[src/rtl/btn_debounce_pulse_if.sv]
`default_nettype none
// +--------------------------------------------------------------------+
// | btn_debounce_pulse_if : raw button in, debounced level/pulses out  |
// | Revision 1.0                                                       |
// +--------------------------------------------------------------------+
interface btn_debounce_pulse_if;
  logic btn_raw;
  logic btn_level;
  logic rise_pulse;
  logic fall_pulse;
  logic busy;

  modport master (
    output btn_raw,
    input  btn_level,
    input  rise_pulse,
    input  fall_pulse,
    input  busy
  );

  modport slave (
    input  btn_raw,
    output btn_level,
    output rise_pulse,
    output fall_pulse,
    output busy
  );
endinterface
`default_nettype wire

[src/rtl/btn_debounce_pulse.sv]
`default_nettype none
// +--------------------------------------------------------------------+
// | btn_debounce_pulse : sync + debounce FSM + edge pulses; optional   |
// | auto-repeat on a held button via `BTN_AUTOREPEAT_EN. Revision 1.0  |
// +--------------------------------------------------------------------+
module btn_debounce_pulse #(
  parameter int DEBOUNCE_CYCLES = 4,
  parameter int CNT_W           = 16,
  parameter int REPEAT_DELAY    = 8,
  parameter int REPEAT_PERIOD   = 4
) (
  input wire logic            clk,
  input wire logic            rst,
  btn_debounce_pulse_if.slave bus
);

  typedef enum logic [1:0] {
    IDLE_LOW  = 2'd0,
    WAIT_HIGH = 2'd1,
    IDLE_HIGH = 2'd2,
    WAIT_LOW  = 2'd3
  } state_t;

  localparam logic [CNT_W-1:0] CNT_LAST = CNT_W'(DEBOUNCE_CYCLES - 1);
  localparam logic [CNT_W-1:0] CNT_ONE  = CNT_W'(1);

  // Out-of-range parameters stop elaboration instead of building a broken counter.
  if ((DEBOUNCE_CYCLES < 2) ||
      ((CNT_W < 31) && (DEBOUNCE_CYCLES >= (1 << CNT_W))) ||
      (REPEAT_DELAY < 1) || (REPEAT_PERIOD < 1)) begin : g_bad_params
    $error("btn_debounce_pulse: illegal parameter combination");
  end

  logic             sync_ff1;
  logic             sync_ff2;
  state_t           state;
  state_t           state_next;
  logic [CNT_W-1:0] cnt;
  logic [CNT_W-1:0] cnt_next;
  logic             level;
  logic             level_next;
  logic             rise;
  logic             rise_next;
  logic             fall;
  logic             fall_next;
  logic             in_wait;
  logic             in_wait_next;

`ifdef BTN_AUTOREPEAT_EN
  logic [CNT_W-1:0] rep_cnt;
  logic [CNT_W-1:0] rep_cnt_next;
  logic [CNT_W-1:0] rep_inc;
  logic             rep_armed;
  logic             rep_armed_next;

  assign rep_inc = rep_cnt + CNT_ONE;
`endif

  always_ff @(posedge clk or posedge rst) begin
    if (rst) begin
      sync_ff1 <= 1'b0;
      sync_ff2 <= 1'b0;
    end else begin
      sync_ff1 <= bus.btn_raw;
      sync_ff2 <= sync_ff1;
    end
  end

  always_ff @(posedge clk or posedge rst) begin
    if (rst) begin
      state   <= IDLE_LOW;
      cnt     <= '0;
      level   <= 1'b0;
      rise    <= 1'b0;
      fall    <= 1'b0;
      in_wait <= 1'b0;
    end else begin
      state   <= state_next;
      cnt     <= cnt_next;
      level   <= level_next;
      rise    <= rise_next;
      fall    <= fall_next;
      in_wait <= in_wait_next;
    end
  end

`ifdef BTN_AUTOREPEAT_EN
  always_ff @(posedge clk or posedge rst) begin
    if (rst) begin
      rep_cnt   <= '0;
      rep_armed <= 1'b0;
    end else begin
      rep_cnt   <= rep_cnt_next;
      rep_armed <= rep_armed_next;
    end
  end
`endif

  always_comb begin
    state_next = state;
    cnt_next   = cnt;
    level_next = level;
    rise_next  = 1'b0;
    fall_next  = 1'b0;
`ifdef BTN_AUTOREPEAT_EN
    // Anything other than staying in IDLE_HIGH clears the repeat timer.
    rep_cnt_next   = '0;
    rep_armed_next = 1'b0;
`endif

    case (state)
      IDLE_LOW: begin
        if (sync_ff2) begin
          state_next = WAIT_HIGH;
          cnt_next   = CNT_ONE;
        end
      end
      WAIT_HIGH: begin
        if (!sync_ff2) begin
          state_next = IDLE_LOW;
          cnt_next   = '0;
        end else if (cnt == CNT_LAST) begin
          state_next = IDLE_HIGH;
          cnt_next   = '0;
          level_next = 1'b1;
          rise_next  = 1'b1;
        end else begin
          cnt_next = cnt + CNT_ONE;
        end
      end
      IDLE_HIGH: begin
        if (!sync_ff2) begin
          state_next = WAIT_LOW;
          cnt_next   = CNT_ONE;
        end
`ifdef BTN_AUTOREPEAT_EN
        else begin
          // First repeat after REPEAT_DELAY, then every REPEAT_PERIOD.
          rep_armed_next = rep_armed;
          rep_cnt_next   = rep_inc;
          if ((!rep_armed && (rep_inc == CNT_W'(REPEAT_DELAY))) ||
              ( rep_armed && (rep_inc == CNT_W'(REPEAT_PERIOD)))) begin
            rise_next      = 1'b1;
            rep_cnt_next   = '0;
            rep_armed_next = 1'b1;
          end
        end
`endif
      end
      WAIT_LOW: begin
        if (sync_ff2) begin
          state_next = IDLE_HIGH;
          cnt_next   = '0;
        end else if (cnt == CNT_LAST) begin
          state_next = IDLE_LOW;
          cnt_next   = '0;
          level_next = 1'b0;
          fall_next  = 1'b1;
        end else begin
          cnt_next = cnt + CNT_ONE;
        end
      end
      default: begin
        state_next = IDLE_LOW;
        cnt_next   = '0;
      end
    endcase

    in_wait_next = (state_next == WAIT_HIGH) || (state_next == WAIT_LOW);
  end

  assign bus.btn_level  = level;
  assign bus.rise_pulse = rise;
  assign bus.fall_pulse = fall;
  assign bus.busy       = in_wait;

endmodule
`default_nettype wire

[src/flat_wrapper.sv]
// flat-port wrapper written by rule: the top's interface ports become plain ports
module btn_debounce_pulse_flat 
#(
  parameter int DEBOUNCE_CYCLES = 4,
  parameter int CNT_W           = 16,
  parameter int REPEAT_DELAY    = 8,
  parameter int REPEAT_PERIOD   = 4
)
  (clk, rst, bus_btn_raw, bus_btn_level, bus_rise_pulse, bus_fall_pulse, bus_busy);
  btn_debounce_pulse_if bus_i ();
  input wire logic clk;
  input wire logic rst;
  input wire logic [$bits(bus_i.btn_raw)-1:0] bus_btn_raw;
  output wire logic [$bits(bus_i.btn_level)-1:0] bus_btn_level;
  output wire logic [$bits(bus_i.rise_pulse)-1:0] bus_rise_pulse;
  output wire logic [$bits(bus_i.fall_pulse)-1:0] bus_fall_pulse;
  output wire logic [$bits(bus_i.busy)-1:0] bus_busy;
  assign bus_i.btn_raw = bus_btn_raw;
  assign bus_btn_level = bus_i.btn_level;
  assign bus_rise_pulse = bus_i.rise_pulse;
  assign bus_fall_pulse = bus_i.fall_pulse;
  assign bus_busy = bus_i.busy;
  btn_debounce_pulse #(.DEBOUNCE_CYCLES(DEBOUNCE_CYCLES), .CNT_W(CNT_W), .REPEAT_DELAY(REPEAT_DELAY), .REPEAT_PERIOD(REPEAT_PERIOD)) u_core (.clk(clk), .rst(rst), .bus(bus_i));
endmodule
[config.mk]
export PLATFORM = sky130hd
export DESIGN_NAME = btn_debounce_pulse_flat
export DESIGN_NICKNAME = d
export VERILOG_FILES = /design/src/rtl/btn_debounce_pulse_if.sv /design/src/rtl/btn_debounce_pulse.sv /design/src/flat_wrapper.sv
export SDC_FILE = /design/constraint.sdc
export NUM_CORES = 1
export LEC_CHECK = 0
export CORE_MARGIN = 3
export CORE_UTILIZATION = 57
export CTS_CLUSTER_DIAMETER = 80
export DETAILED_ROUTE_END_ITERATION = 8
export GPL_ROUTABILITY_DRIVEN = 0
export PLACE_DENSITY = 0.77
export SLEW_MARGIN = 20
export SYNTH_ARGS = -nofsm -noshare
export SYNTH_HDL_FRONTEND = slang
export SYNTH_SLANG_ARGS = --single-unit
[constraint.sdc]
create_clock -name clk -period 2 [get_ports clk]
set_input_delay 0.4 -clock clk [delete_from_list [all_inputs] [get_ports clk]]
set_output_delay 0.4 -clock clk [all_outputs]
set_load 0.01 [all_outputs]
# Yosys cells after proc, flatten, opt, wreduce, memory -nomap -nowiden
# Cells that the tools add are included.
# totals
ff_bits	24
out_inout_bits	4
word_cells	49
# op_classes
n_addsub	1
n_eq_ne	12
muxes	23
n_reduce_logical	5
# op_table
cell	n
$mux W16	5
$pmux W16 S4	1
$add A16 B1 Y16 const B	1
$eq A16 B2 Y1 const B	1
$mux W2	6
$mux W1	9
$ne A2 B1 Y1 const B	4
$pmux W2 S4	1
$eq A2 B2 Y1 const B	3
$reduce_and A5 Y1	1
$eq A2 B1 Y1 const B	2
$ne A2 B2 Y1 const B	2
$logic_not A2 Y1	1
$pmux W1 S2	1
$reduce_and A2 Y1	1
$reduce_bool A2 Y1	1
$logic_or A1 B1 Y1	1

# Logic depth before layout (Yosys ltp)
# Gate-level depths: netlist of run 1.
# logic_depth
ltp_word	6
mapped_depth	6
mapped_depth_nobuf	5

# Least setup slack after synthesis of run 1
# OpenSTA, ideal clock, no wires.
# synth_path
path_type	reg-to-reg
from	reg u_core.cnt[0]
to	reg u_core.cnt[14]
setup_ns	0.087
arrival_ns	1.689
t_required_ns	1.913
slack_ns	0.224
path_stages_with_launch	7
n_path_buf	1
period_less_slack_ns	1.776
path_cell_list	dfrtp_1 -> ha_1 -> nor3b_1 -> and4_1 -> buf_2 -> or4_1 -> o211ai_1
# synth_via
elab_chain_len	4
# synth_rtl
element	line	text
start, declared	btn_debounce_pulse.sv:38	logic [CNT_W-1:0] cnt;
start signal, assigned	btn_debounce_pulse.sv:79	cnt <= cnt_next;
$add A16 B1 Y16 or $eq A16 B2 Y1 (tied branches)	-	
$mux W16 *	btn_debounce_pulse.sv:122, btn_debounce_pulse.sv:154	
$mux W16 (on tied branches)	btn_debounce_pulse.sv:151, btn_debounce_pulse.sv:119	
$pmux W16 S4 *	btn_debounce_pulse.sv:111	case (state)
# Mark *: on every way between the ends. The rest lies on a longest branch, timed or not.
# A chain may end at the register's enable or synchronous reset.

# Worst setup path in the final report of run 1
# Ends and elaborated chain as after synthesis.

==> metrics.txt, run 1 <==
critical path startpoint category flip-flop; fmax between 0.5 and 0.6 GHz; DP Worst Slack 0.101 ns; total of max-cap violations 0; most frequent cells in the layout 23 x dfrtp_1, 15 x a31oi_1, 9 x nand2_1, 9 x inv_1, 7 x buf_4; Crit. End Element flip-flop; Yosys cell types 37; clk_skew approximately 0.013 ns; die area 2800 um^2; worst r2r src u_core.cnt[0]; Via Count roughly 1100; CTS max path bufs 2; Pwr Density 1000 nW/um^2; unrepaired setup endpoints after global routing no; drt via density between 6 and 7; Area Growth Syn to Fin 10.5%; Min Clock Period, post-route 1.92 ns; Mapped Cells roughly 130; I/O Buffers 6; Remaining DRCs 0; initial antenna violation count 0; crit-path cells ha_1 > nor3b_1 > and4_2 > or4_1 > o211ai_1; final setup vio count 0; Tot GR Track Use 0.238; vias in the first global route between 1000 and 1500; Top-Level Pins 7; first-pass GRT wire length 4.82 mm; CTS clk-pin slew, worst paths 0.12 ns; cell area after synthesis about 1300 um^2; CP Class reg2reg; Hold Crit Depth 0; DP HPWL 1.96 mm; R2R cell count 5; share of cells above drive strength 1 0.106; Core ar. 2020 um^2; type of the most critical hold path reg2reg; Hold Crit Start u_core.sync_ff1; CP max-delay cell or4_1; commonest non-fill, non-tap cell in the layout dfrtp_1; final hold violations 0; WP data required 2.24 ns; Clock Sink Count 23; hold worst-path end u_core.sync_ff2; drt pass-1 iters 4; CTS tree built; setup_tns 0 ns; # diodes 0; sequential share of the synthesized area 0.459; total gr overflow 0; max incr delay on CP 0.54 ns; Setup WS post-layout slightly below 0.08 ns; Routed Antenna Nets 0; root buf cell clkbuf_4; Mean Syn Cell Area 9.43 um^2; row count 16; initial DRC count 60; crit-path max FO 10; max_slew headroom 0.721; LEAKAGE 0.000536 uW; Pins Over Slew Limit 0; FF-to-FF End u_core.cnt[14]; H-tree depth 1; final-stage net count 146; Finished Layout Cells approximately 170; peak supply drop 0.000820 V; final wirelength 2.77 mm; die height ~53 um; Worst-Margin Slew ~0.42 ns; yosys warns 0; pin count of the biggest net entering global routing 24; WL/cell roughly 16 um; placed instance count about 160; CP arrival between 2 and 2.5 ns; clk_lat worst skew 0.32 ns; Num CTS Buffers 3; syn nets roughly 140; Yosys reg bits 23; outcome completed; overall die width roughly 53 um; Initial Utilization 0.620; Worst R2R Setup Slack 0.08 ns; crit share post-route 0.960
[how the worst max path moves through the flow]
stage | start | end | slack, ns | depth (start not counted)
final | u_core.cnt[0] | u_core.cnt[14] | 0.08 | 5
after global routing | u_core.cnt[7] | u_core.state[1] | 0.007 | 4
after CTS | u_core.cnt[0] | u_core.state[1] | 0.11 | 5
after detailed placement | u_core.cnt[0] | u_core.state[1] | 0.10 | 5
after global placement | u_core.cnt[0] | u_core.state[1] | 0.17 | 5
after floorplan | u_core.cnt[0] | u_core.cnt[14] | 0.22 | 6
[final cells by class]
class / count / area [um^2]
clock buffers: 4 / 26.3
flip-flops and latches: 23 / 576
repair buffers: 13 / 113
well taps: 27 / 33.8
fillers: 169 / 637
inverters: 9 / 33.8
multi-input cells: 92 / 603
[registers in the layout (all words and copies together), names as in the netlist]
signal	count
u_core.bus.btn_level	1
u_core.bus.busy	1
u_core.bus.fall_pulse	1
u_core.bus.rise_pulse	1
u_core.cnt	16
u_core.state	1
u_core.sync_ff1	1
u_core.sync_ff2	1
[cell usage after synthesis]
cell | instances | share of area
o211ai_1 | 2 | 0.012
and2_1 | 2 | 0.010
a21oi_1 | 2 | 0.0080
clkbuf_2 | 1 | 0.0040
a211o_1 | 2 | 0.014
nand2_1 | 9 | 0.027
nor3_1 | 3 | 0.012
nor3b_1 | 3 | 0.018
a32o_1 | 1 | 0.0080
nor4_1 | 6 | 0.030
o31ai_1 | 2 | 0.012
o21ai_0 | 2 | 0.0080
xor2_1 | 1 | 0.0070
nor2_1 | 4 | 0.012
mux2_2 | 1 | 0.0090
buf_2 | 4 | 0.016
nand3_4 | 1 | 0.014
clkbuf_1 | 2 | 0.0060
o311ai_0 | 2 | 0.014
and3_1 | 1 | 0.0050
nand2b_1 | 5 | 0.025
inv_1 | 9 | 0.027
and4_1 | 2 | 0.014
o2bb2ai_1 | 1 | 0.0070
nand4_2 | 1 | 0.010
a41oi_1 | 1 | 0.0070
ha_1 | 1 | 0.010
nand4_1 | 4 | 0.020
nand3_1 | 7 | 0.028
a31oi_1 | 15 | 0.075
buf_4 | 2 | 0.012
nor2b_1 | 1 | 0.0050
or4_1 | 5 | 0.030
or3_1 | 1 | 0.0050
dfrtp_1 | 23 | 0.46
a21boi_0 | 1 | 0.0060
o22ai_1 | 3 | 0.015
[metal layers]
layer  up-vias  track usage  share of wire
met5         -            0              0
met4         0        0.128          0.025
met3        11       0.0451          0.052
met2        49        0.368           0.48
met1       514        0.314           0.45
li1        524            -              -
[stage by stage]
stage | hold WS [ns] | instance area [um^2] | util | power, uW
2_1_floorplan | 0.331 | 1250 | - | 1020
3_3_place_gp | 0.344 | 1350 | 0.669 | 1140
3_5_place_dp | 0.345 | 1350 | 0.669 | 1160
4_1_cts | 0.385 | 1380 | 0.682 | 1380
5_1_grt | 0.406 | 1390 | 0.685 | 1500
6_report | 0.376 | 1390 | 0.685 | 1380
[critical path, delay by kind of cell, from the launching register on]
kind,cells,cell delay (ns)
DFF,1,0.44
AOI/OAI and AO/OA,1,0.10
adders and majority gates,1,0.28
and+or+nand+nor,3,1.04
[repair_timing]
item / CTS / global route
buffers inserted: 0 / 0
gates resized for setup: 0 / 2
hold buffers: 0 / 0
endpoints found under the setup margin: 0 / 3
[cell families (layout without fill, tap and decap cells)]
| family | Yosys count | count (layout) | share of synthesized area |
|---|---|---|---|
| and+or+nand+nor | 55 | 55 | 0.264 |
| AOI/OAI and AO/OA | 34 | 34 | 0.186 |
| adders and majority gates | 1 | 1 | 0.00998 |
| xor gates and xnor gates | 1 | 1 | 0.00699 |
| muxes | 1 | 1 | 0.00898 |
| buffers and inverters | 18 | 26 | 0.0649 |
| DFF | 23 | 23 | 0.459 |
[where the power goes]
| part | switching (uW) | internal, uW | total [uW] |
|---|---|---|---|
| logic | 319 | 225 | 544 |
| registers | 103 | 526 | 629 |
| clock network | 134 | 78.0 | 212 |
Note: power is estimated with default switching activity, not from simulation.
==> run 2: changes to the inputs <==
Settings changed: GPL_TIMING_DRIVEN set to 0.
==> run 2 against run 1 <==
Net effect:
- worst hold slack got worse by 0.010 ns
- count of clock-buffer cells in the layout unchanged
- largest power group is now combinational logic
- critical path type unchanged
- total power increased by 3.6%
==> metrics.txt, run 2 (synthesized netlist as in run 1, its figures left out) <==
outcome completed (unchanged); crit-path max FO 10 (unchanged); Placed Area 1350 um^2 (about the same); max_slew headroom 0.421 (was 0.721); fmax 0.522 GHz (was 0.521 GHz); # diodes 0 (unchanged); share of cells above drive strength 1 0.131 (was 0.106); Via Count 1117 (was 1098); Tot GR Track Use 0.243 (was 0.238); drt via density 6.49 (was 6.54); overall die width 52.9 um (unchanged); setup_tns 0 ns (unchanged); LEAKAGE 0.000552 uW (was 0.000536 uW); total gr overflow 0 (unchanged); CTS max path bufs 2 (unchanged); most frequent cells in the layout 23 x dfrtp_1, 15 x a31oi_1, 9 x nand2_1, 9 x inv_1, 7 x nand3_1 (was 23 x dfrtp_1, 15 x a31oi_1, 9 x nand2_1, 9 x inv_1, 7 x buf_4); unrepaired setup endpoints after global routing no (unchanged); DP HPWL 1.94 mm (was 1.96 mm); Top-Level Pins 7 (unchanged); Initial Utilization 0.620 (unchanged); max FFs per register 16 (unchanged); H-tree depth 1 (unchanged); Core ar. 2020 um^2 (unchanged); row count 16 (unchanged); CTS clk-pin slew, worst paths 0.12 ns (about the same); Worst-Margin Slew 0.868 ns (was 0.417 ns); Buf+Inv Stages, Crit Path 1 (was 0); final-stage net count 150 (was 146); Routed Antenna Nets 0 (unchanged); crit-path cells ha_2 > nor3b_2 > and4_1 > buf_2 > or4_1 > o211ai_1 (was ha_1 > nor3b_1 > and4_2 > or4_1 > o211ai_1); die height 52.9 um (unchanged); critical path startpoint category flip-flop (unchanged); first-pass GRT wire length 4.93 mm (was 4.82 mm); Design Area, Final 1410 um^2 (was 1390 um^2); initial antenna violation count 0 (unchanged); Min Clock Period, post-route 1.92 ns (about the same); Pwr Density 1020 nW/um^2 (was 1000 nW/um^2); WP data required 2.24 ns (about the same); I/O Buffers 6 (unchanged); max incr delay on CP 0.51 ns (was 0.54 ns); CP arrival 2.15 ns (was 2.16 ns); Clock Sink Count 23 (unchanged); Crit. End Element flip-flop (unchanged); Remaining DRCs 0 (unchanged); Pins Over Slew Limit 0 (unchanged); CP max-delay cell or4_1 (unchanged); WL/cell 16.3 um (was 16.5 um); final setup vio count 0 (unchanged); root buf cell clkbuf_4 (unchanged); most flop-heavy register u_core.cnt (unchanged); Final Core Density 0.697 (was 0.685); clk_lat worst skew 0.31 ns (was 0.32 ns); Worst path top cell family by delay simple AND/OR/NAND/NOR gates (unchanged); type of the most critical hold path reg2reg (unchanged); final wirelength 2.81 mm (was 2.77 mm); clk_skew 0.00184 ns (was 0.0133 ns); peak supply drop 0.000728 V (was 0.000820 V); crit share post-route 0.958 (was 0.960); CP Class reg2reg (unchanged); CTS tree built (unchanged); commonest non-fill, non-tap cell in the layout dfrtp_1 (unchanged); vias in the first global route 1103 (was 1056); drt pass-1 iters 5 (was 4); cts hold-fix bufs 0 (unchanged); final hold violations 0 (unchanged); Num CTS Buffers 3 (unchanged); Area Growth Syn to Fin 12.5% (was 10.5%); initial DRC count 41 (was 60); pin count of the biggest net entering global routing 24 (unchanged); total of max-cap violations 0 (unchanged); die area 2800 um^2 (unchanged)
run 2: worst paths after layout:
kind / from / end / slack (ns) / cells past startpoint
max: u_core.cnt[0] / u_core.cnt[14] / 0.08 / 6
min: u_core.sync_ff1 / u_core.sync_ff2 / 0.37 / 0
max reg2reg: u_core.cnt[0] / u_core.cnt[14] / 0.08 / 6
min reg2reg: u_core.sync_ff1 / u_core.sync_ff2 / 0.37 / 0
max in group asynchronous: rst / u_core.cnt[12] / 0.92 / 2
min in group asynchronous: rst / u_core.bus.fall_pulse / 0.55 / 2
run 2: per-stage QoR:
stage	hold slack, ns	total power [uW]	std cells	setup WS [ns]
CTS	0.369	1420	172	0.0479
global route	0.372	1550	172	0.00860
floorplan	0.331	1020	133	0.224
detailed placement	0.341	1190	166	-0.0741
global placement	0.344	1170	166	-0.000231
finish	0.366	1430	172	0.0848
run 2: power breakdown:
part | leakage [uW] | switching (uW) | total [uW] | internal [uW]
Clock | 0.0000150 | 141 | 219 | 78.0
Sequential | 0.000309 | 47.8 | 573 | 526
Combinational | 0.000228 | 391 | 642 | 250
Total | 0.000552 | 580 | 1430 | 854
run 2: cell type report:
cell class | count | area [um^2]
flip-flops and latches | 23 | 576
fillers | 170 | 612
multi-input cells | 92 | 618
repair buffers | 8 | 75.1
clock buffers | 4 | 26.3
plain buffers | 9 | 47.5
inverters | 9 | 33.8
well taps | 27 | 33.8
run 2: metal layers:
| metal | vias up | track usage | part of all wire |
|---|---|---|---|
| li1 | 534 | - | - |
| met4 | 0 | 0.0979 | 0.019 |
| met5 | - | 0 | 0 |
| met2 | 42 | 0.401 | 0.49 |
| met1 | 531 | 0.316 | 0.43 |
| met3 | 10 | 0.0394 | 0.057 |
run 2: timing repair:
item	4_1_cts	5_1_grt
pin swaps	0	0
resized for setup	0	4
setup buffers	2	0
endpoints found under the setup margin	8	7
